## src/rtl/clkgen_pkg.sv

```systemverilog
// clkgen_pkg
// Shared types for the programmable clock generator: the FSM state
// encoding, the configuration record and its legality check.
package clkgen_pkg;

  // Width of the period / high-time / phase fields carried in cfg_t.
  localparam int CFG_W = 16;

  typedef logic [1:0] state_t;

  localparam state_t ST_IDLE  = 2'd0;
  localparam state_t ST_PHASE = 2'd1;
  localparam state_t ST_HIGH  = 2'd2;
  localparam state_t ST_LOW   = 2'd3;

  typedef struct packed {
    logic [CFG_W-1:0] period;
    logic [CFG_W-1:0] high;
    logic [CFG_W-1:0] phase;
  } cfg_t;

  // A waveform needs at least one high and one low cycle per period, and
  // the start delay must be shorter than one period.
  function automatic bit cfg_legal(cfg_t c);
    return (c.period >= CFG_W'(2)) &&
           (c.high   >= CFG_W'(1)) &&
           (c.high   <  c.period)  &&
           (c.phase  <  c.period);
  endfunction

endpackage

```

## src/rtl/clkgen_cfg_regs.sv

```systemverilog
// clkgen_cfg_regs
// Configuration side of the clock generator: valid/ready handshake,
// legality check, active registers and a one-deep shadow for updates
// offered while the generator is running.
// Ports:
//   clk, rst_n    system clock, async active-low reset
//   cfg_valid     configuration offer
//   cfg_in        offered configuration
//   busy          generator is outside IDLE (updates go to the shadow)
//   apply         copy shadow into the active registers this cycle
//   cfg_ready     offer can be accepted (no shadow waiting)
//   cfg_err       one-cycle pulse after an illegal offer was accepted
//   cfg_loaded    active registers hold a legal configuration
//   pending       shadow holds a configuration not yet applied
//   cfg_act       active configuration
//   cfg_shadow    shadow configuration
module clkgen_cfg_regs
  import clkgen_pkg::*;
(
  input  logic clk,
  input  logic rst_n,
  input  logic cfg_valid,
  input  cfg_t cfg_in,
  input  logic busy,
  input  logic apply,
  output logic cfg_ready,
  output logic cfg_err,
  output logic cfg_loaded,
  output logic pending,
  output cfg_t cfg_act,
  output cfg_t cfg_shadow
);

  logic accept;
  logic legal;

  assign cfg_ready = !pending;
  assign accept    = cfg_valid && cfg_ready;
  assign legal     = cfg_legal(cfg_in);

  // apply only happens with pending set, and accept only with pending
  // clear, so the two branches below never compete in the same cycle.
  always_ff @(posedge clk or negedge rst_n) begin
    if (!rst_n) begin
      cfg_err    <= 1'b0;
      cfg_loaded <= 1'b0;
      pending    <= 1'b0;
      cfg_act    <= '0;
      cfg_shadow <= '0;
    end else begin
      cfg_err <= accept && !legal;
      if (apply) begin
        cfg_act <= cfg_shadow;
        pending <= 1'b0;
      end else if (accept && legal) begin
        if (busy) begin
          cfg_shadow <= cfg_in;
          pending    <= 1'b1;
        end else begin
          cfg_act    <= cfg_in;
          cfg_loaded <= 1'b1;
        end
      end
    end
  end

endmodule

```

## src/rtl/clkgen_sched.sv

```systemverilog
// clkgen_sched
// Programmable divided-clock generator. After an optional start delay
// (phase) it produces a waveform that is high for 'high' cycles out of
// every 'period' cycles of clk. Configuration changes made while running
// take effect at the next period boundary or on sync.
// Ports:
//   clk, rst_n            system clock, async active-low reset
//   cfg_valid/cfg_ready   configuration handshake
//   cfg_period/high/phase configuration fields (clk cycles)
//   cfg_err               one-cycle pulse: offered configuration rejected
//   en                    run request
//   sync                  one-cycle restart request
//   clk_out               generated waveform (registered)
//   rise_pulse/fall_pulse first cycle of clk_out high / low
//   running               generator active (registered alongside clk_out)
module clkgen_sched
  import clkgen_pkg::*;
#(
  parameter int CNT_W = CFG_W
) (
  input  logic             clk,
  input  logic             rst_n,
  input  logic             cfg_valid,
  output logic             cfg_ready,
  input  logic [CNT_W-1:0] cfg_period,
  input  logic [CNT_W-1:0] cfg_high,
  input  logic [CNT_W-1:0] cfg_phase,
  output logic             cfg_err,
  input  logic             en,
  input  logic             sync,
  output logic             clk_out,
  output logic             rise_pulse,
  output logic             fall_pulse,
  output logic             running
);

  state_t     state, state_nx;
  logic [CNT_W-1:0] cnt, cnt_nx;
  cfg_t       cfg_in, cfg_act, cfg_shadow, cfg_use;
  logic       cfg_loaded, pending;
  logic       busy, last, boundary, apply, start;

  assign cfg_in   = '{period: cfg_period, high: cfg_high, phase: cfg_phase};
  assign busy     = (state != ST_IDLE);
  assign last     = (cnt == CNT_W'(1));
  assign boundary = (state == ST_LOW) && last;

  // A waiting shadow is applied at a period boundary, on sync, or at once
  // if the generator has already dropped back to IDLE (PHASE abort).
  assign apply   = pending && (!busy || sync || boundary);
  assign cfg_use = apply ? cfg_shadow : cfg_act;

  clkgen_cfg_regs u_cfg_regs (
    .clk        (clk),
    .rst_n      (rst_n),
    .cfg_valid  (cfg_valid),
    .cfg_in     (cfg_in),
    .busy       (busy),
    .apply      (apply),
    .cfg_ready  (cfg_ready),
    .cfg_err    (cfg_err),
    .cfg_loaded (cfg_loaded),
    .pending    (pending),
    .cfg_act    (cfg_act),
    .cfg_shadow (cfg_shadow)
  );

  // cnt holds the cycles remaining in the current state; states advance
  // when it reaches 1. A start (from IDLE or via sync) loads from cfg_use
  // so that a shadow applied in the same cycle is already in effect.
  always_comb begin
    state_nx = state;
    cnt_nx   = cnt;
    start    = 1'b0;
    case (state)
      ST_IDLE: begin
        if (en && cfg_loaded && !(cfg_valid && cfg_ready)) start = 1'b1;
      end
      ST_PHASE: begin
        if (!en) begin
          state_nx = ST_IDLE;
        end else if (sync) begin
          start = 1'b1;
        end else if (last) begin
          state_nx = ST_HIGH;
          cnt_nx   = cfg_use.high;
        end else begin
          cnt_nx = cnt - CNT_W'(1);
        end
      end
      ST_HIGH: begin
        if (sync) begin
          start = 1'b1;
        end else if (last) begin
          state_nx = ST_LOW;
          cnt_nx   = cfg_use.period - cfg_use.high;
        end else begin
          cnt_nx = cnt - CNT_W'(1);
        end
      end
      ST_LOW: begin
        if (sync) begin
          start = 1'b1;
        end else if (last) begin
          if (en) begin
            state_nx = ST_HIGH;
            cnt_nx   = cfg_use.high;
          end else begin
            state_nx = ST_IDLE;
          end
        end else begin
          cnt_nx = cnt - CNT_W'(1);
        end
      end
      default: state_nx = ST_IDLE;
    endcase
    if (start) begin
      if (cfg_use.phase == '0) begin
        state_nx = ST_HIGH;
        cnt_nx   = cfg_use.high;
      end else begin
        state_nx = ST_PHASE;
        cnt_nx   = cfg_use.phase;
      end
    end
  end

  always_ff @(posedge clk or negedge rst_n) begin
    if (!rst_n) begin
      state <= ST_IDLE;
      cnt   <= '0;
    end else begin
      state <= state_nx;
      cnt   <= cnt_nx;
    end
  end

  // Outputs are registered one cycle behind the state, which gives the
  // extra start cycle between en being sampled and the waveform beginning.
  // Edge pulses compare against the previous clk_out so a sync that keeps
  // the output high produces no rise, and an early fall still pulses.
  always_ff @(posedge clk or negedge rst_n) begin
    if (!rst_n) begin
      clk_out    <= 1'b0;
      rise_pulse <= 1'b0;
      fall_pulse <= 1'b0;
      running    <= 1'b0;
    end else begin
      clk_out    <= (state == ST_HIGH);
      rise_pulse <= (state == ST_HIGH) && !clk_out;
      fall_pulse <= (state != ST_HIGH) && clk_out;
      running    <= busy;
    end
  end

endmodule
```

## config.mk

```make
export PLATFORM = sky130hd
export DESIGN_NAME = clkgen_sched
export DESIGN_NICKNAME = d
export VERILOG_FILES = /design/src/rtl/clkgen_pkg.sv /design/src/rtl/clkgen_cfg_regs.sv /design/src/rtl/clkgen_sched.sv
export SDC_FILE = /design/constraint.sdc
export NUM_CORES = 1
export LEC_CHECK = 0
export CAP_MARGIN = 20
export CELL_PAD_IN_SITES_DETAIL_PLACEMENT = 0
export CELL_PAD_IN_SITES_GLOBAL_PLACEMENT = 1
export CORE_ASPECT_RATIO = 1.75
export CORE_MARGIN = 3
export CORE_UTILIZATION = 35
export DETAILED_ROUTE_END_ITERATION = 10
export PLACE_DENSITY = 0.63
export RECOVER_POWER = 25
export SLEW_MARGIN = 30
export SYNTH_ARGS = -nofsm -noshare
export SYNTH_HDL_FRONTEND = slang
export SYNTH_SLANG_ARGS = --single-unit
```

## constraint.sdc

```tcl
create_clock -name clk -period 5.82 [get_ports clk]
set_input_delay 0.873 -clock clk [delete_from_list [all_inputs] [get_ports clk]]
set_output_delay 0.873 -clock clk [all_outputs]
set_load 0.02 [all_outputs]
```

Word level (Yosys, flattened, before mapping)
Index checks and enable logic that the tools add are counted.

Register bits after elaboration: 121. Input bits: 53. Output and inout bits: 6. Word-level logic and storage cells: 103.

Add/sub/neg operators: 2. Magnitude comparators: 4. Equality and inequality tests: 15. Mux-type cells: 33. Bitwise logic cells: 2. Reduce and logical (&&, ||, !) cells: 32.

Operators by type and width (number): 48-bit 2-to-1 mux (4); 16-bit 2-to-1 mux (10); 16-bit case mux with 3 select lines (1); 16-bit less-than comparator (2); 2-bit 2-to-1 mux (10); 3-bit inequality test (second input constant) (6); 16-bit by 1-bit == test with 1-bit output (second input constant) (1); 16-bit by 1-bit >= comparator with 1-bit output (second input constant) (1); 16-bit by 2-bit >= comparator with 1-bit output (second input constant) (1); 16-bit logical NOT (1); 16-bit by 1-bit subtractor with 16-bit output (second input constant) (1); 16-bit subtractor (1); 1-bit logical AND (12); 4-bit inequality test (second input constant) (3); 7-bit AND reduction (1); 1-bit 2-to-1 mux (6); 2-bit case mux with 3 select lines (1); 3-bit AND reduction (2); 6-bit AND reduction (1); 2-bit nonzero test (3); 1-bit logical NOT (5); 2-bit == test (second input constant) (2); 2-bit AND reduction (2); 4-bit nonzero test (1); 8 further kinds (10).

Depth between registers and ports, before layout
Depth in word-level cells: 11. Depth in mapped cells: 21.

Cells and area by module
Synthesis repeated with hierarchy kept, for this count alone.

Cells, all modules: 969. Area, all modules: 9111.2 um^2.

By module, submodules not included: clkgen_cfg_regs (times used 1, cells each 534, area each 5885.6 um^2, sequential area each 2477.4 um^2); clkgen_sched (times used 1, cells each 435, area each 3225.6 um^2, sequential area each 550.5 um^2).

Worst setup path before layout
Ideal clock, no wire load.

Path kind: input port to flip-flop. Start: input port sync. End: register cnt[15]. Data arrival time: 3.998 ns. Required time: 5.700 ns. Setup slack: 1.702 ns. Stages on the path: 17. Cell sequence: nor2_1 -> nand2_1 -> nand2_1 -> clkbuf_1 -> clkbuf_1 -> clkbuf_1 -> nand2_1 -> nand2_1 -> ha_1 -> nor2b_1 -> o31a_1 -> o21ai_0 -> a31oi_1 -> o41ai_1 -> mux2i_1 -> o21ai_1 -> o211a_1.

Longest elaborated chain between the ends: 9. Elaborated cells between the ends (all ways): 27.

RTL lines: from (decl) (RTL line clkgen_sched.sv:30) `input logic sync,`; 1-bit logical OR (2 in series) (RTL line clkgen_sched.sv:50) `assign apply = pending && (!busy || sync || boundary);`; 1-bit logical AND (RTL line clkgen_sched.sv:50); 48-bit 2-to-1 mux (RTL line clkgen_sched.sv:51) `assign cfg_use = apply ? cfg_shadow : cfg_act;`; 16-bit subtractor, or another cell as far along (RTL line clkgen_sched.sv:96) `cnt_nx = cfg_use.period - cfg_use.high;`; 16-bit 2-to-1 mux, on equally long branches (RTL line clkgen_sched.sv:94, clkgen_sched.sv:82, clkgen_sched.sv:104); 16-bit 2-to-1 mux, on equally long branches (RTL line clkgen_sched.sv:92, clkgen_sched.sv:80, clkgen_sched.sv:102); 16-bit case mux with 3 select lines (RTL line clkgen_sched.sv:75) `case (state)`; 16-bit 2-to-1 mux (RTL line clkgen_sched.sv:117) `if (start) begin`; to (signal assigned) (RTL line clkgen_sched.sv:134) `cnt <= cnt_nx;`; to (decl) (RTL line clkgen_sched.sv:38) `logic [CNT_W-1:0] cnt, cnt_nx;`.

Parallel ways exist; a longest one is shown, timed or not. The select of a mux whose other input is x is not followed. A chain may end at the register's enable or synchronous reset.

Final worst setup path
Start: register cnt[1]. End: register cnt[15].

Longest elaborated chain between the ends: 10. Elaborated cells between the ends (all ways): 21.

RTL lines: 16-bit by 1-bit == test with 1-bit output (RTL line clkgen_sched.sv:45) `assign last = (cnt == CNT_W'(1));`; 1-bit logical AND (RTL line clkgen_sched.sv:46) `assign boundary = (state == ST_LOW) && last;`; 1-bit logical OR (RTL line clkgen_sched.sv:50); 1-bit logical AND (RTL line clkgen_sched.sv:50); 48-bit 2-to-1 mux (RTL line clkgen_sched.sv:51); 16-bit subtractor, or another cell as far along (RTL line clkgen_sched.sv:96); 16-bit 2-to-1 mux, on equally long branches (RTL line clkgen_sched.sv:94, clkgen_sched.sv:82, clkgen_sched.sv:104); 16-bit 2-to-1 mux, on equally long branches (RTL line clkgen_sched.sv:92, clkgen_sched.sv:80, clkgen_sched.sv:102); 16-bit case mux with 3 select lines (RTL line clkgen_sched.sv:75); 16-bit 2-to-1 mux (RTL line clkgen_sched.sv:117).

Parallel ways exist; a longest one is shown, timed or not. The select of a mux whose other input is x is not followed.

==> summary.md <==
| Metric | Value |
|---|---|
| Status | `complete, but fails checks` |
| Failing checks | `capacitance limit, slew limit` |
| Final Max Slew Viols | `126` |
| Initial antenna violation count | `0` |
| Pint | `roughly 3100 uW` |
| First-pass GRT wire length | `between 30000 and 40000 um` |
| Critical Path RT | `6.12 ns` |
| Fillers | `2238` |
| CTS H-Tree Depth | `4` |
| TNS Setup | `0 ns` |
| I/O Buffers | `58` |
| Cell Area, Synth | `~7700 sq um` |
| Largest net degree at the start of global routing | `90` |
| Worst-margin pin slew | `~4.3 ns` |
| CP endpoint kind | `flip-flop` |
| Ys Warns | `0` |
| Unrepaired setup endpoints after global routing | `false` |
| Die height | `202 um` |
| ANT nets after route | `0` |
| Worst Setup Path Type | `reg -> reg` |
| Final setup fails | `0` |
| Io pins | `59` |
| Final wirelength | `23600 um` |
| Clock Skews | `0.0104 ns` |
| TritonCTS buffer count | `17` |
| Later-pin clock latency in the skew report | `0.42 ns` |
| Total gr overflow | `0` |
| Wire per inst | `19.8 um` |
| Vias per inst | `between 5 and 6` |
| Critical path's top delay family | `compound AO/OA/AOI/OAI gates` |
| Yosys cell types | `56` |
| Number of global-route vias before repair | `around 6600` |
| Max FO, Critical Path | `51` |
| Starting density of the core | `35.7%` |
| Peak supply drop | `174 uV` |
| Post-route setup slack | `0.816 ns` |
| Leakage | `0.00426 uW` |
| Critical path cell sequence | `inv_1 > ha_1 > nor4bb_1 > nand4_2 > a21oi_4 > buf_12 > mux2i_1 > ha_1 > or4_1 > o21ai_0 > a31oi_1 > o41ai_1 > mux2i_1 > o21ai_1 > o211a_1` |
| Synth Flop Type | `dfrtp_1` |
| Yosys top cell area share | `39.5%` |
| Placed insts | `1163` |
| Flop pwr share | `29.9%` |
| Synthesized instance count | `845` |
| Max-cap violations | `2` |
| Hold/Removal Path Class | `reg -> reg` |
| Syn_area_per_cell | `9.08 sq um` |
| Most frequent cell after synthesis | `nand2_1` |
| CTS Hold Buffers Added | `0` |
| Post-synthesis sequential area ratio | `between 30% and 40%` |
| Slowest cell on crit path | `a21oi_4` |
| Post-layout minimum cycle time | `5.00 ns` |
| Die W | `about 120 um` |
| Placer Congestion | `around 0.84` |
| Final nets | `995` |
| Diode count | `0` |
| Largest cells by area after synthesis | `dfrtp_1 39%, ha_1 8.3%, o21ai_0 7.0%` |
| Residual DRC count | `0` |
| Final hold vios | `0` |
| Combinational share of power | `approximately 48%` |
| List of most frequent post-synthesis cells | `128 x nand2_1, 121 x dfrtp_1, 108 x o21ai_0` |
| Switching Share | `a little over two fifths` |
| Final cell count without fillers | `1195` |
| Total die area | `23800 sq um` |
| FP Rows | `71` |
| Fraction of layout cells with a size suffix above 1 | `8.75%` |
| Overall routing resource usage | `20.4%` |
| Psw | `2200 uW` |
| Ys async rst share | `100%` |
| Post-synthesis net count | `950` |
| Root buf cell | `clkbuf_16` |
| Tot Pwr | `5270 uW` |
| FMAX | `roughly 200 MHz` |
| Startpoint Class | `flip-flop` |
| Deepest clock path buffer count | `2` |
| Vias | `approximately 6400` |
| Min Hold Slack | `0.438 ns` |
| Register bit count reported by yosys | `121` |
| Pre-CTS WS | `roughly 0.77 ns` |
| CTS sink cnt | `121` |
| Leading area contributor after synthesis | `dfrtp_1` |
| Area Overhead vs Synth | `19.9%` |
| Clock Power Share | `22.3%` |
| Clock transition at path regs | `0.06 ns` |
| Max incr delay on CP | `around 0.71 ns` |
| TritonCTS clock tree | `yes` |
| Buf/Inv on CP | `2` |
| Final Cycle Share | `86.0%` |
| Pre-Repair DR Iteration Count | `4` |
| Detailed Route Iter0 Violations | `333` |
| Setup bufs post-CTS | `0` |
| EDFF count, synth | `0` |
| Cts repair resizes | `0` |
| Pwr dens | `573 nW/um^2` |
| Core area | `21500 sq um` |
| Worst slew margin relative to its limit | `-184%` |
| Crit path DAT | `between 5 and 6 ns` |
| DP HPWL | `17900 um` |
==> layer usage <==
metal | routed length, um | GRT usage, % | part of all wire [%]
met5 | 0 | 0 | 0
met2 | 12600 | 37.2 | 53
met3 | 576 | 2.86 | 2.4
met1 | 10000 | 24.8 | 42
met4 | 396 | 6.04 | 1.7
==> final cells by class <==
cell class	instances	area [sq um]	area share (%)
Sequential cell	121	3030	32.9
Clock inverter	14	221	2.41
Tap cell	292	365	3.97
Timing Repair Buffer	69	684	7.44
Multi-Input combinational cell	647	4340	47.2
Inverter	34	128	1.39
Clock buffer	18	429	4.67
==> power groups by stage <==
stage	Clock [uW]	Combinational (uW)	Sequential, uW
2_1_floorplan	0	1860	1490
3_3_place_gp	0	2510	1590
3_5_place_dp	0	2510	1590
4_1_cts	1190	2530	1580
5_1_grt	1240	2840	1630
6_report	1170	2520	1580
==> through the flow <==
step / utilization [%] / instance area, sq um
2_1_floorplan: - / 7670
3_3_place_gp: 39.8 / 8550
3_5_place_dp: 39.8 / 8550
4_1_cts: 42.8 / 9200
5_1_grt: 42.8 / 9200
6_report: 42.8 / 9200
==> layout by cell type, fill, tap and decap left out, types with 17 or more instances in the layout <==
cell type and count:
dfrtp_1 121, nand2_1 128, nor4_1 22, clkdlybuf4s50_1 57, ha_1 51, mux2i_1 53
mux2_2 30, inv_1 34, clkbuf_16 17, o21ai_0 108, nor2_1 40, a21oi_1 38
==> state kept, by name, summed over array words and instances (netlist names) <==
signal / cells
u_cfg_regs.pending: 1
u_cfg_regs.cfg_err: 1
clk_out: 1
u_cfg_regs.cfg_loaded: 1
state: 2
running: 1
u_cfg_regs.cfg_shadow: 48
cnt: 16
rise_pulse: 1
u_cfg_regs.cfg_act: 48
fall_pulse: 1
==> cell families (layout without fill, tap and decap cells) <==
| family | Yosys count | count (layout) | synth area share (%) |
|---|---|---|---|
| flip-flops | 121 | 121 | 39.5 |
| AO/OA/AOI/OAI | 241 | 241 | 19.2 |
| AND/OR/NAND/NOR | 251 | 251 | 15.0 |
| XOR/XNOR | 20 | 20 | 2.28 |
| adder cells (fa/ha/maj) | 52 | 52 | 8.58 |
| buffers and inverters | 77 | 135 | 4.06 |
| multiplexers | 83 | 83 | 11.3 |
==> worst paths after layout <==
check,start,endpoint,slack (ns),depth (start not counted)
max,cnt[1],cnt[15],0.82,15
min,clk_out,rise_pulse,0.44,1
max reg2reg,cnt[1],cnt[15],0.82,15
min reg2reg,clk_out,rise_pulse,0.44,1
max in group asynchronous,rst_n,u_cfg_regs.cfg_act[11],1.21,1
min in group asynchronous,rst_n,u_cfg_regs.cfg_shadow[2],2.17,1
(Power assumes the default switching activity.)
